### config.mk
export PLATFORM = sky130hd
export DESIGN_NAME = pool_accum_regfile
export DESIGN_NICKNAME = d
export VERILOG_FILES = /design/src/rtl/pool_accum_regfile.sv
export SDC_FILE = /design/constraint.sdc
export NUM_CORES = 2
export LEC_CHECK = 0
export ABC_AREA = 0
export CAP_MARGIN = 20
export CORE_UTILIZATION = 50
export DETAILED_ROUTE_END_ITERATION = 10
export PLACE_DENSITY_LB_ADDON = 0.08
export SLEW_MARGIN = 5
export SYNTH_ARGS = -nofsm -noshare
export SYNTH_HDL_FRONTEND = slang
export SYNTH_SLANG_ARGS = --single-unit
### constraint.sdc
create_clock -name clk -period 4.7 [get_ports clk]
set_input_delay 0.47 -clock clk [delete_from_list [all_inputs] [get_ports clk]]
set_output_delay 0.47 -clock clk [all_outputs]
set_load 0.02 [all_outputs]
### src/rtl/pool_accum_regfile.sv
// ---------------------------------------------------------------------------
// pool_accum_regfile
//
// Multi-channel pooling register file. Each of DEPTH entries accumulates
// WIN_ELEMS samples (signed max or signed sum) across CHANNELS parallel lanes
// that share one address and handshake. When a window completes, one pooled
// vector is presented on a valid/ready output. Average pooling divides the
// sum by WIN_ELEMS with an arithmetic shift, which rounds toward -inf.
//
// Ports
//   clk        rising-edge clock
//   nrst       synchronous active-low reset
//   mode       0 = max pool, 1 = average pool (sampled per accepted sample)
//   clear      abandon all open windows (counters only; no sample accepted)
//   in_valid   sample valid
//   in_ready   sample accepted when in_valid & in_ready
//   in_addr    target entry
//   in_data    CHANNELS signed lanes, lane k at [k*DATA_W +: DATA_W]
//   out_valid  pooled result valid
//   out_ready  consumer accepts
//   out_addr   entry that completed
//   out_data   pooled result, same lane packing as in_data
//   busy       some entry has an open (partially filled) window
// ---------------------------------------------------------------------------
module pool_accum_regfile #(
  parameter int DATA_W    = 16,
  parameter int CHANNELS  = 4,
  parameter int DEPTH     = 16,
  parameter int ADDR_W    = $clog2(DEPTH),
  parameter int WIN_ELEMS = 4,
  parameter int ACC_W     = DATA_W + $clog2(WIN_ELEMS)
) (
  input  logic                         clk,
  input  logic                         nrst,
  input  logic                         mode,
  input  logic                         clear,
  input  logic                         in_valid,
  output logic                         in_ready,
  input  logic [ADDR_W-1:0]            in_addr,
  input  logic [CHANNELS*DATA_W-1:0]   in_data,
  output logic                         out_valid,
  input  logic                         out_ready,
  output logic [ADDR_W-1:0]            out_addr,
  output logic [CHANNELS*DATA_W-1:0]   out_data,
  output logic                         busy
);

  localparam int CNT_W = $clog2(WIN_ELEMS);
  localparam logic [CNT_W-1:0] LAST_CNT = CNT_W'(WIN_ELEMS - 1);

  // Entry storage
  logic        [CNT_W-1:0]  count_q [DEPTH];
  logic signed [ACC_W-1:0]  acc_q   [DEPTH][CHANNELS];

  // Output register
  logic                       out_valid_q;
  logic [ADDR_W-1:0]          out_addr_q;
  logic [CHANNELS*DATA_W-1:0] out_data_q;
  logic [CHANNELS*DATA_W-1:0] out_data_d;

  // Read-modify-write datapath for the addressed entry
  logic                       accept;
  logic                       complete;
  logic [CNT_W-1:0]           cur_cnt;
  logic signed [DATA_W-1:0]   smp    [CHANNELS];
  logic signed [ACC_W-1:0]    smp_x  [CHANNELS];
  logic signed [ACC_W-1:0]    acc_d  [CHANNELS];

  assign in_ready  = !clear && (!out_valid_q || out_ready);
  assign accept    = in_valid && in_ready;
  assign cur_cnt   = count_q[in_addr];
  assign complete  = accept && (cur_cnt == LAST_CNT);

  assign out_valid = out_valid_q;
  assign out_addr  = out_addr_q;
  assign out_data  = out_data_q;

  always_comb begin
    out_data_d = '0;
    for (int unsigned k = 0; k < CHANNELS; k++) begin
      smp[k]   = in_data[k*DATA_W +: DATA_W];
      smp_x[k] = {{(ACC_W-DATA_W){smp[k][DATA_W-1]}}, smp[k]};
      acc_d[k] = smp_x[k];
      if (cur_cnt != '0) begin
        if (mode) begin
          acc_d[k] = acc_q[in_addr][k] + smp_x[k];
        end else if (acc_q[in_addr][k] > smp_x[k]) begin
          acc_d[k] = acc_q[in_addr][k];
        end
      end
      // Max results always fit DATA_W; the shifted sum of WIN_ELEMS
      // DATA_W-wide samples does too, so truncation loses nothing.
      if (mode) begin
        out_data_d[k*DATA_W +: DATA_W] = DATA_W'(acc_d[k] >>> CNT_W);
      end else begin
        out_data_d[k*DATA_W +: DATA_W] = DATA_W'(acc_d[k]);
      end
    end
  end

  always_comb begin
    busy = 1'b0;
    for (int unsigned i = 0; i < DEPTH; i++) begin
      if (count_q[i] != '0) begin
        busy = 1'b1;
      end
    end
  end

  always_ff @(posedge clk) begin
    if (!nrst) begin
      for (int unsigned i = 0; i < DEPTH; i++) begin
        count_q[i] <= '0;
        for (int unsigned k = 0; k < CHANNELS; k++) begin
          acc_q[i][k] <= '0;
        end
      end
    end else if (clear) begin
      for (int unsigned i = 0; i < DEPTH; i++) begin
        count_q[i] <= '0;
      end
    end else if (accept) begin
      count_q[in_addr] <= complete ? '0 : cur_cnt + CNT_W'(1);
      for (int unsigned k = 0; k < CHANNELS; k++) begin
        acc_q[in_addr][k] <= acc_d[k];
      end
    end
  end

  // A completion can only happen while the register is empty or being
  // drained this cycle, so loading takes priority and out_valid never bubbles.
  always_ff @(posedge clk) begin
    if (!nrst) begin
      out_valid_q <= 1'b0;
      out_addr_q  <= '0;
      out_data_q  <= '0;
    end else if (complete) begin
      out_valid_q <= 1'b1;
      out_addr_q  <= in_addr;
      out_data_q  <= out_data_d;
    end else if (out_ready) begin
      out_valid_q <= 1'b0;
    end
  end

endmodule
==> results.md <==
- CTS Root Cell: clkbuf_16
- Initial DRC Count: 5990
- Grt met1 use: 47.5%
- CTS clock-pin slew for the worst setup and hold paths: 60 ps
- CP Capture Type: flip-flop
- Global Route Usage Sum: 33.4%
- CTS resizes: 0
- Dpl cells: 6549
- Setup violators final: 0
- Num rows: 128
- Placer Congestion: 0.931
- Share of cells above drive strength 1: between 20% and 30%
- R2R setup slack: 440 ps
- Syn Area/Cell: between 10 and 15 um2
- Slowest CP cell: mux4_2
- Post-Syn Area: 0.0612 mm2
- Initial antenna violation count: 7
- RR Endpoint: acc_q[4][26]
- Sink of the worst hold path: out_data[15]
- Max Fclk: 235 MHz
- Global-route wire length before repair: roughly 300000 um
- Critical Path RT: ~5300 ps
- TritonCTS clock tree: built
- Worst path arrival time: 4880 ps
- Number of global-route vias before repair: 41600
- Max-cap check violation count: 0
- Port bufs: 144
- CP max stage delay: 570 ps
- Clock Skew: roughly 23 ps
- Yosys top cell area share: approximately 58%
- Worst Hold Depth: 4
- Core ar.: 0.122 mm2
- H-tree Lvls: 4
- Drt total wl: 207000 um
- Leading area contributor after synthesis: edfxtp_1
- Placed wire-length estimate: 124000 um
- Rel. slew slack: 25.8%
- Startpoint types: flip-flop
- Cts hold-fix bufs: 0
- Distinct cells, synth: 97
- Number of CTS-inserted buffers: 135
- CTS Sinks: 1253
- P_leak: 27.4 nW
- Skew-Pair Late Insertion Delay: just under 800 ps
- Final Max Tran Viols: 0
- Nets: 5281
- Post-synthesis sequential area ratio: 60.3%
- Met3 usage: under 10%
- RSZ-0062 raised after global routing: no
- Critical R2R Launch: acc_q[12][27]
- DRT antenna net count: 0
- Top cells by area, synth: edfxtp_1, mux4_2, nor2_1, ha_1, dfxtp_1
- Post-route setup slack: 436 ps
- Post-CTS Setup Inserts: 0
- Net Count, Synth: 4834
- GRT Residual Overflow: 0
- Final Util: 60.3%
- Placement Setup Slack: -268 ps
- Longest Clk Path Bufs: 3
- Final instance area: 0.0733 mm2
- Peak VDD IR: 0.428 mV
- Fin crit share: 90.7%
- Hold Slack: 109 ps
- Post-synth top flop: edfxtp_1
- Starting Density: 50.4%
- Die H: roughly 350 um
- DRC viols: 0
- Yosys warning count: 0
- Sum Neg Setup Slack: 0 ps
- Kind of critical path: flip-flop to flip-flop
- Drt first pass iters: 7
- Grt peak-use layer: met2
- DR vias/cell: ~6.2
- Worst reg2reg path depth: 14
- Met2 usage: between 50% and 60%
- Area Growth Syn to Fin: 19.7%
- DR vias: 42400
- Post-Synthesis Cells: roughly 4600
- Cell Count, Final, Fillers Out: 6791
- EDFF count, synth: 1184
- IO Count: 145
- Die width: 352 um
- Count of final hold-check violations: 0
- Min-delay src: nrst
- Synth async-reset ratio: 0%
- Largest net degree at the start of global routing: 76
- Slew @ Worst Pin: between 1000 and 1500 ps
- Yosys reg bits: 1253
- Tot Pwr: just under 30 mW
- Min Tclk post-route: 4260 ps
- Average wire per standard cell: 30.5 um
- Crit Path Max Fanout: 16
- Worst hold path type: primary input to flip-flop
- Placed cell areas: 0.0691 mm2
- Total Die Area: ~0.12 mm2
- CP Cell Sequence: mux4_2 > mux4_2 > ha_1 > a21oi_1 > o21ai_0 > a221oi_1 > o211a_1 > mux2i_4 > buf_12 > buf_4 > mux2i_1 > o211ai_2 > buf_12 > nor2_1
- Status: finished clean
- Cell Pwr Density: 396 mW/mm2
-- kinds of logic (layout without fill, tap and decap cells) --
group	Yosys count	after routing	share of synthesized area [%]
DFF	1253	1253	60.3
xor gates and xnor gates	52	52	0.744
muxes	423	423	14.5
AOI/OAI and AO/OA	516	516	6.27
adders and majority gates	146	146	3.03
buffers and inverters	498	1049	3.65
other	0	1	0
and+or+nand+nor	1726	1726	11.5
-- report_power, final --
part / internal [mW] / leakage, nW / switching, mW
registers: 12.6 / 12.8 / 0.115
logic: 2.58 / 12.5 / 3.43
clock network: 5.83 / 2.05 / 4.46
total: 21.0 / 27.4 / 8.01
-- placed cells by master, fill, tap and decap left out, types with 40 or more instances in the layout --
cell type and n:
nor2_1 1286, buf_4 401, mux2i_1 40, nor3_1 65, clkbuf_16 140, mux4_2 364
xnor2_1 40, inv_1 121, dfxtp_1 69, buf_12 139, ha_1 140, nand2_1 145
clkdlybuf4s50_1 138, o21ai_0 81, a21oi_1 122, edfxtp_1 1184
-- worst max-delay path by stage --
stage,start,end,cells past startpoint
floorplan,in_addr[0],acc_q[10][62],17
global placement,in_addr[0],acc_q[4][69],16
detailed placement,in_addr[0],acc_q[0][69],16
CTS,acc_q[14][58],acc_q[0][69],12
global route,acc_q[7][68],acc_q[0][69],17
finish,acc_q[12][27],acc_q[4][26],14
-- sequential cells by signal, summed over array words and instances, names as in the netlist --
register   count
out_data      64
acc_q       1152
count_q       32
out_valid      1
out_addr       4
-- synthesized netlist by cell type, types with 7 or more instances --
cell type,count
a21oi_1,122
buf_1,41
a22o_1,11
and2_1,12
nand2b_1,19
buf_4,41
nor2b_1,28
xor2_1,12
nand4_1,24
nand3_1,41
nor3_1,68
a21o_1,14
mux2_2,13
nand2_1,174
o21ai_0,81
xnor2_1,40
o22ai_1,12
o221ai_1,9
o22a_1,7
or3_1,9
buf_6,14
o31ai_1,19
o211ai_1,17
clkbuf_1,199
inv_1,122
a31oi_1,22
mux4_2,364
a22oi_1,18
and3_1,11
mux2i_1,41
o21bai_1,16
nor4_1,22
buf_2,78
a221oi_1,7
a32o_1,14
dfxtp_1,69
ha_1,142
edfxtp_1,1184
nor2_1,1290
or2_2,8
a211oi_1,20
o21ai_2,16
-- cell type report --
class                   count  area (um2)
multi-input cells        2863       22400
diodes                      1        2.50
inverters                 124         468
clock inverters            63         483
repair buffers            684        7250
flip-flops and latches   1253       36900
clock buffers             178        3710
well taps                1625        2030
fillers                  9502       48300
-- critical path: cells and delay by family (launching register included) --
kind / cells / cell delay [ps]
buffers and inverters: 3 / 460
multiplexers: 4 / 1710
adder cells (fa/ha/maj): 1 / 350
AO/OA/AOI/OAI: 5 / 1120
flip-flops: 1 / 370
AND/OR/NAND/NOR: 1 / 90
-- layer usage --
| metal | wire [um] | up-vias |
|---|---|---|
| li1 | - | 18000 |
| met1 | 83100 | 21600 |
| met2 | 93300 | 2402 |
| met3 | 24600 | 347 |
| met4 | 5700 | 10 |
| met5 | 59 | - |
Note: power is estimated with default switching activity, not from simulation.
